## src/rtl/servo_ramp_ctrl.sv

```systemverilog
// Servo pulse-width scheduler: accepts per-channel targets/steps and, once per frame,
// walks every channel moving its driven width one step toward its target.
module servo_ramp_ctrl #(
    parameter int NCH          = 4,
    parameter int FRAME_CYCLES = 2000000,
    parameter int MIN_W        = 100,
    parameter int MAX_W        = 200,
    parameter int CENTER_W     = 150,
    localparam int CW          = (NCH > 1) ? $clog2(NCH) : 1
) (
    input  logic                clk,
    input  logic                rst,
    input  logic                cmd_valid,
    output logic                cmd_ready,
    input  logic [CW-1:0]       cmd_ch,
    input  logic [10:0]         cmd_target,
    input  logic [7:0]          cmd_step,
    output logic [NCH*11-1:0]   width_out,
    output logic [NCH-1:0]      moving,
    output logic                frame_tick
);

    localparam int FW = (FRAME_CYCLES > 1) ? $clog2(FRAME_CYCLES) : 1;
    localparam logic [FW-1:0] FRAME_LAST = FW'(FRAME_CYCLES - 1);
    localparam logic [CW-1:0] IDX_LAST   = CW'(NCH - 1);
    localparam logic [10:0]   MIN_V      = 11'(MIN_W);
    localparam logic [10:0]   MAX_V      = 11'(MAX_W);
    localparam logic [10:0]   CTR_V      = 11'(CENTER_W);

    typedef enum logic {IDLE, UPDATE} state_t;

    state_t         state, state_nxt;
    logic [CW-1:0]  idx, idx_nxt;
    logic           upd_en;
    logic [FW-1:0]  frame_cnt;
    logic           cmd_fire;
    logic           ch_ok;
    logic [10:0]    tgt_clamped;

    logic [10:0]    target [NCH];
    logic [7:0]     step   [NCH];
    logic [10:0]    width  [NCH];

    logic [10:0]        cur_t, cur_w, next_w;
    logic [7:0]         cur_s;
    logic signed [11:0] diff;
    logic [11:0]        mag;

    always_ff @(posedge clk) begin
        if (rst)
            frame_cnt <= '0;
        else if (frame_cnt == FRAME_LAST)
            frame_cnt <= '0;
        else
            frame_cnt <= frame_cnt + 1'b1;
    end

    assign frame_tick = !rst && (frame_cnt == FRAME_LAST);

    always_ff @(posedge clk) begin
        if (rst) begin
            state <= IDLE;
            idx   <= '0;
        end else begin
            state <= state_nxt;
            idx   <= idx_nxt;
        end
    end

    always_comb begin
        state_nxt = state;
        idx_nxt   = idx;
        upd_en    = 1'b0;
        case (state)
            IDLE: begin
                if (frame_tick) begin
                    state_nxt = UPDATE;
                    idx_nxt   = '0;
                end
            end
            UPDATE: begin
                upd_en  = 1'b1;
                idx_nxt = idx + 1'b1;
                if (idx == IDX_LAST) begin
                    state_nxt = IDLE;
                    idx_nxt   = '0;
                end
            end
            default: state_nxt = IDLE;
        endcase
    end

    assign cmd_ready = (state == IDLE) && !rst;
    assign cmd_fire  = cmd_valid && cmd_ready;

    // Non-power-of-two channel counts leave encodable but nonexistent channels.
    generate
        if ((1 << CW) == NCH) begin : g_ch_full
            assign ch_ok = 1'b1;
        end else begin : g_ch_part
            assign ch_ok = ({1'b0, cmd_ch} < (CW + 1)'(NCH));
        end
    endgenerate

    always_comb begin
        tgt_clamped = cmd_target;
        if (cmd_target < MIN_V)
            tgt_clamped = MIN_V;
        else if (cmd_target > MAX_V)
            tgt_clamped = MAX_V;
    end

    always_comb begin
        cur_t  = target[idx];
        cur_w  = width[idx];
        cur_s  = step[idx];
        diff   = $signed({1'b0, cur_t}) - $signed({1'b0, cur_w});
        mag    = diff[11] ? 12'(-diff) : 12'(diff);
        next_w = cur_t;
        // Targets are always clamped, so stepping toward one can never leave range.
        if (cur_s != 8'd0 && mag > {4'b0, cur_s}) begin
            if (diff[11])
                next_w = cur_w - {3'b0, cur_s};
            else
                next_w = cur_w + {3'b0, cur_s};
        end
    end

    always_ff @(posedge clk) begin
        if (rst) begin
            for (int i = 0; i < NCH; i++) begin
                target[i] <= CTR_V;
                step[i]   <= 8'd0;
                width[i]  <= CTR_V;
            end
        end else begin
            if (cmd_fire && ch_ok) begin
                target[cmd_ch] <= tgt_clamped;
                step[cmd_ch]   <= cmd_step;
            end
            if (upd_en)
                width[idx] <= next_w;
        end
    end

    generate
        for (genvar g = 0; g < NCH; g++) begin : g_out
            assign width_out[11*g +: 11] = width[g];
            assign moving[g]             = (width[g] != target[g]);
        end
    endgenerate

endmodule
```

## config.mk

```make
export PLATFORM = sky130hd
export DESIGN_NAME = servo_ramp_ctrl
export DESIGN_NICKNAME = d
export VERILOG_FILES = /design/src/rtl/servo_ramp_ctrl.sv
export SDC_FILE = /design/constraint.sdc
export NUM_CORES = 1
export LEC_CHECK = 0
export CAP_MARGIN = 20
export CORE_AREA = 2 2 142 144
export CTS_BUF_LIST = sky130_fd_sc_hd__clkbuf_8
export DETAILED_ROUTE_END_ITERATION = 10
export DIE_AREA = 0 0 144 146
export PLACE_DENSITY_LB_ADDON = 0.12
export SYNTH_ARGS = -nofsm -noshare
export SYNTH_HDL_FRONTEND = slang
export SYNTH_SLANG_ARGS = --single-unit
```

## constraint.sdc

```tcl
create_clock -name clk -period 5.9 [get_ports clk]
set_input_delay 0.59 -clock clk [delete_from_list [all_inputs] [get_ports clk]]
set_output_delay 0.59 -clock clk [all_outputs]
set_load 0.1 [all_outputs]
```

# Word-level counts from Yosys, hierarchy flattened
# Memory sizes are Yosys's and may differ from the RTL's. A register that Yosys moved wholly into a read port is not among the register bits.
# Cells that the tools add are included.
# W data, S select, Z words.
dict set report totals {
  output_inout_bits 50
  ramBits 120
  in_bits 24
  elab_cells 68
  reg_bits 24
  memories 3
}
dict set report op_classes {
  n_addsub 6
  muxes 35
  n_eq_ne 7
  n_bitwise 1
  reduce_logical 10
  order_cmp 3
}
# memory depth width read_ports rd_clocked_by_memory_dff write_ports line
set mem_list {}
lappend mem_list {target 4 11 5 1 4 40} ;# logic [10:0] target [NCH];
lappend mem_list {width 4 11 5 1 4 42} ;# logic [10:0] width [NCH];
lappend mem_list {step 4 8 1 1 4 41} ;# logic [7:0] step [NCH];
# operator n
set ops {}
lappend ops {{$mux W11} 6}
lappend ops {{$ne A11 B11 Y1} 4}
lappend ops {{$mux W2} 11}
lappend ops {{$reduce_or A11 Y1} 2}
lappend ops {{$add A21 B1 Y21 const B} 1}
lappend ops {{$eq A21 B21 Y1 const B} 1}
lappend ops {{$mux W1} 14}
lappend ops {{$gt A12 B8 Y1} 1}
lappend ops {{$mux W12} 1}
lappend ops {{$neg A12 Y12} 1}
lappend ops {{$sub A11 B11 Y12} 1}
lappend ops {{$add A11 B8 Y11} 1}
lappend ops {{$gt A11 B8 Y1 const B} 1}
lappend ops {{$lt A11 B7 Y1 const B} 1}
lappend ops {{$sub A11 B8 Y11} 1}
lappend ops {{$mux W8} 1}
lappend ops {{$reduce_bool A8 Y1} 1}
lappend ops {{$reduce_or A8 Y1} 1}
lappend ops {{$logic_and A1 B1 Y1} 4}
lappend ops {{$pmux W2 S2} 1}
lappend ops {{$add A2 B1 Y2 const B} 1}
lappend ops {{$eq A2 B2 Y1 const B} 1}
lappend ops {{$ne A2 B2 Y1 const B} 1}
lappend ops {{$pmux W1 S2} 1}
lappend ops {{3 further kinds} 3}

# Longest topological paths before layout
dict set report logic_depth {
  word_depth 8
  mapped_depth 25
  mapped_depth_nobuf 21
}

# Worst setup path before layout
# Ideal clock, no wire load.
dict set report synth_timing {
  path_kind {flip-flop to flip-flop}
  from {register (tool-made name)}
  to {memory width[1][2], data pin}
  setup_ns 0.296
  arrival_ns 5.690
  path_slack_ns -0.086
  synth_period_minus_slack_ns 5.986
  n_path_buf 6
  stages_incl_launch_ff 25
  required_time_ns 5.604
  cell_sequence {dfxtp_1 buf_2 clkbuf_1 buf_1 mux4_2 inv_1 ha_1 a21oi_1 nand2_1 o21ai_0 a21o_1 clkbuf_1 o21ai_0 xnor2_1 ha_1 a21oi_1 o21ai_0 mux2i_1 a21oi_1 nand2b_1 o41ai_1 or2_1 buf_2 buf_4 o211ai_1}
}
# item line
set synth_rtl {}
lappend synth_rtl {{to (decl)} 42}

==> results <==
## where the power goes
part / leakage [nW] / internal [mW] / switching [mW]
sequential: 1.34 / 1.15 / 0.0281
clock: 0.227 / 0.468 / 0.405
combinational: 2.01 / 0.174 / 0.331
## cells by family after synthesis
kind of cell / synth area share (%)
buffers and inverters: 3.43
xor gates and xnor gates: 8.55
DFF: 47.9
and+or+nand+nor: 15.2
other: 0.0436
muxes: 7.96
AOI/OAI and AO/OA: 11.7
adders and majority gates: 5.26
## worst max path at each step
stage                                 to  cells past startpoint  from
6_report       width[0][3]$_SDFFCE_PN0P_                     18  flop
5_1_grt        width[2][6]$_SDFFCE_PN0P_                     18  flop
4_1_cts        width[0][3]$_SDFFCE_PN0P_                     18  flop
3_5_place_dp       width[3][3]$_DFFE_PP_                     18  flop
3_3_place_gp       width[3][5]$_DFFE_PP_                     19  flop
2_1_floorplan  width[1][2]$_SDFFCE_PN1P_                     24  flop
## layout make-up
type / instances / area (um2) / area share, %
Multi-Input combinational cell: 571 / 4250 / 41.8
Timing Repair Buffer: 86 / 885 / 8.69
Sequential cell: 146 / 4130 / 40.5
Clock inverter: 15 / 206 / 2.03
Inverter: 38 / 143 / 1.40
Clock buffer: 17 / 234 / 2.30
Tap cell: 265 / 332 / 3.26
## worst max-delay path: cells and delay by family (launching register included)
family | cells | cell delay, ns
DFF | 1 | 0.51
muxes | 1 | 0.42
AOI/OAI and AO/OA | 9 | 2.22
buffers and inverters | 2 | 0.71
and+or+nand+nor | 4 | 0.64
adders and majority gates | 2 | 0.70
## per-layer routing
metal / vias up / track usage (%)
li1: 3042 / -
met1: 3211 / 32.4
met2: 316 / 36.9
met3: 54 / 6.25
met4: 0 / 9.61
met5: - / 0
## registers in the layout, indices dropped and copies added, names as in the netlist, named ones only
register / count
target: 44
width: 44
step: 32
frame_cnt: 21
idx: 2
state: 1
## metrics by stage
| step | util [%] | std cells | instance area (um2) | hold WS [ns] |
|---|---|---|---|---|
| after detailed placement | 50.2 | 1105 | 9700 | 0.438 |
| after CTS | 52.5 | 1137 | 10100 | 0.454 |
| after global routing | 52.6 | 1138 | 10200 | 0.487 |
| after global placement | 50.0 | 1104 | 9680 | 0.428 |
| final | 52.6 | 1138 | 10200 | 0.449 |
| after floorplan | - | 785 | 8650 | 0.418 |
## Yosys cell counts (all sizes together), types with 5 or more instances
library cell,instances
inv,38
mux4,30
nor4,16
buf,13
nand2b,13
or2,5
o211ai,32
clkbuf,17
a31oi,5
and3,12
nand2,56
or3,15
edfxtp,120
nand4,5
xnor2,25
nor2,61
dfxtp,26
nand3,20
o21ai,32
nor3,16
a21oi,37
o31ai,11
a211oi,5
ha,33
xor2,59
and2,25
==> flow_metrics.tcl <==
set metrics [dict create \
    cts_made_buffers 17 \
    grt_usage_pct 24.0 \
    cts.clk_slew.worst_paths_ns 0.09 \
    ys_seq_area_share_pct 47.9 \
    wl_met2_mm 11.5 \
    worst_slew_pin_slew_ns 1.04 \
    final_nets 919 \
    hold_depth 1 \
    synth_cell_types 61 \
    min_to "frame_cnt[0]$_SDFF_PP0_" \
    relSlewSlack_pct 30.2 \
    clkLatencyLatePin_ns 0.46 \
    reg2reg_depth 18 \
    dp_hpwl_mm 18.6 \
    cp_slowest_cell "dfxtp_1" \
    drc 0 \
    syn_area_per_cell_um2 11.1 \
    synthFlopType "edfxtp_1" \
    setup_tns_ns 0 \
    cts_tree "built" \
    crit_type "reg2reg" \
    grt_pass1_wl_mm 37.7 \
    ys_warn_count 0 \
    async_flop_share_pct 0 \
    peakVddDrop_uv 140 \
    path_max_fanout 29 \
    clockRootBuffer "clkbuf_8" \
    power_density_nw_per_um2 251 \
    rsz0062_at_grt "false" \
    vias 6623 \
    top_level_ports 74 \
    worst_hold_path_type "reg2reg" \
    max_freq_ghz 0.183 \
    port_buffers 73 \
    p_leak_nw 3.58 \
    fill_cells 1704 \
    layout_setup_ws_ns 0.427 \
    grt_max_degree 33 \
    row_count 51 \
    drv_slew 0 \
    cts.sink_count 146 \
    max_stage_delay_ns 0.51 \
    worstReg2RegEnd "width[0][3]$_SDFFCE_PN0P_" \
    crit_arrival_ns 5.66 \
    p_total_mw 2.55 \
    clock_skew_ns 0.0200 \
    min_from "frame_cnt[0]$_SDFF_PP0_" \
    syn_inst 774 \
    finalSetupViolCount 0 \
    initial_utilization_pct 44.5 \
    core_area_um2 19300 \
    vias_per_cell 5.82 \
    final_common_cell "edfxtp_1" \
    route.met3.wl_mm 2.25 \
    highest_layer "met4" \
    synth.top_cell.area_share_pct 41.9 \
    cp_cell_sequence "buf_6, mux4_2, ha_1, nand2_1, a211oi_2, o21ai_0, a21o_2, o21ai_0, ha_1, nor2b_1, o21a_1, o21ai_0, a21oi_1, nand2b_1, o41ai_2, buf_4, or3_1, a21oi_1" \
    maxCapViolCount 0 \
    final_hold_viol_count 0 \
    dp_worst_setup_slack_ns 0.346 \
    drtIter0Drc 547 \
    m1WireLength_mm 10.1 \
    cpMostUsedCell "o21ai_0" \
    grt_pass1_vias 6692 \
    htreeDepth 4 \
    grt_remaining_overflow 0 \
    grt_antenna_before_repair 0 \
    holdBufCountCts 0 \
    status "complete, no violations" \
    start_kind "flop" \
    area_growth_pct 18.2 \
    dieArea_um2 21000 \
    finalCritPeriodShare_pct 92.8 \
    drt_pass1_iterations 8 \
    routed_wl_mm 24.6 \
    endpoint_kind "flop" \
    die_w_um 144 \
    post-cts-setup-buffers 0 \
    gp_congestion 0.942 \
    reg2reg_slack_ns 0.43 \
    num_antenna_cells 0 \
    cts_buffer_depth 2 \
    fin_crit_ns 5.47 \
    cts.repair.resized 0 \
    drive_gt1_share_pct 10.1 \
    ant_nets 0 \
    wl_per_cell_um 21.7 \
    fp.dieH_um 146 \
    ys_top_cells_by_area "edfxtp_1 (42%), mux4_2 (7.8%), dfxtp_1 (6.0%)" \
    synth-edff-count 120 \
    required_ns 6.09 \
    synth_area_leader_cell "edfxtp_1" \
    layout_common_cells "edfxtp_1 (120), clkdlybuf4s50_1 (73), nor2_1 (61)" \
    syn_area_um2 8610 \
    ys_ff_latch 146 \
]
(Power assumes the default switching activity.)
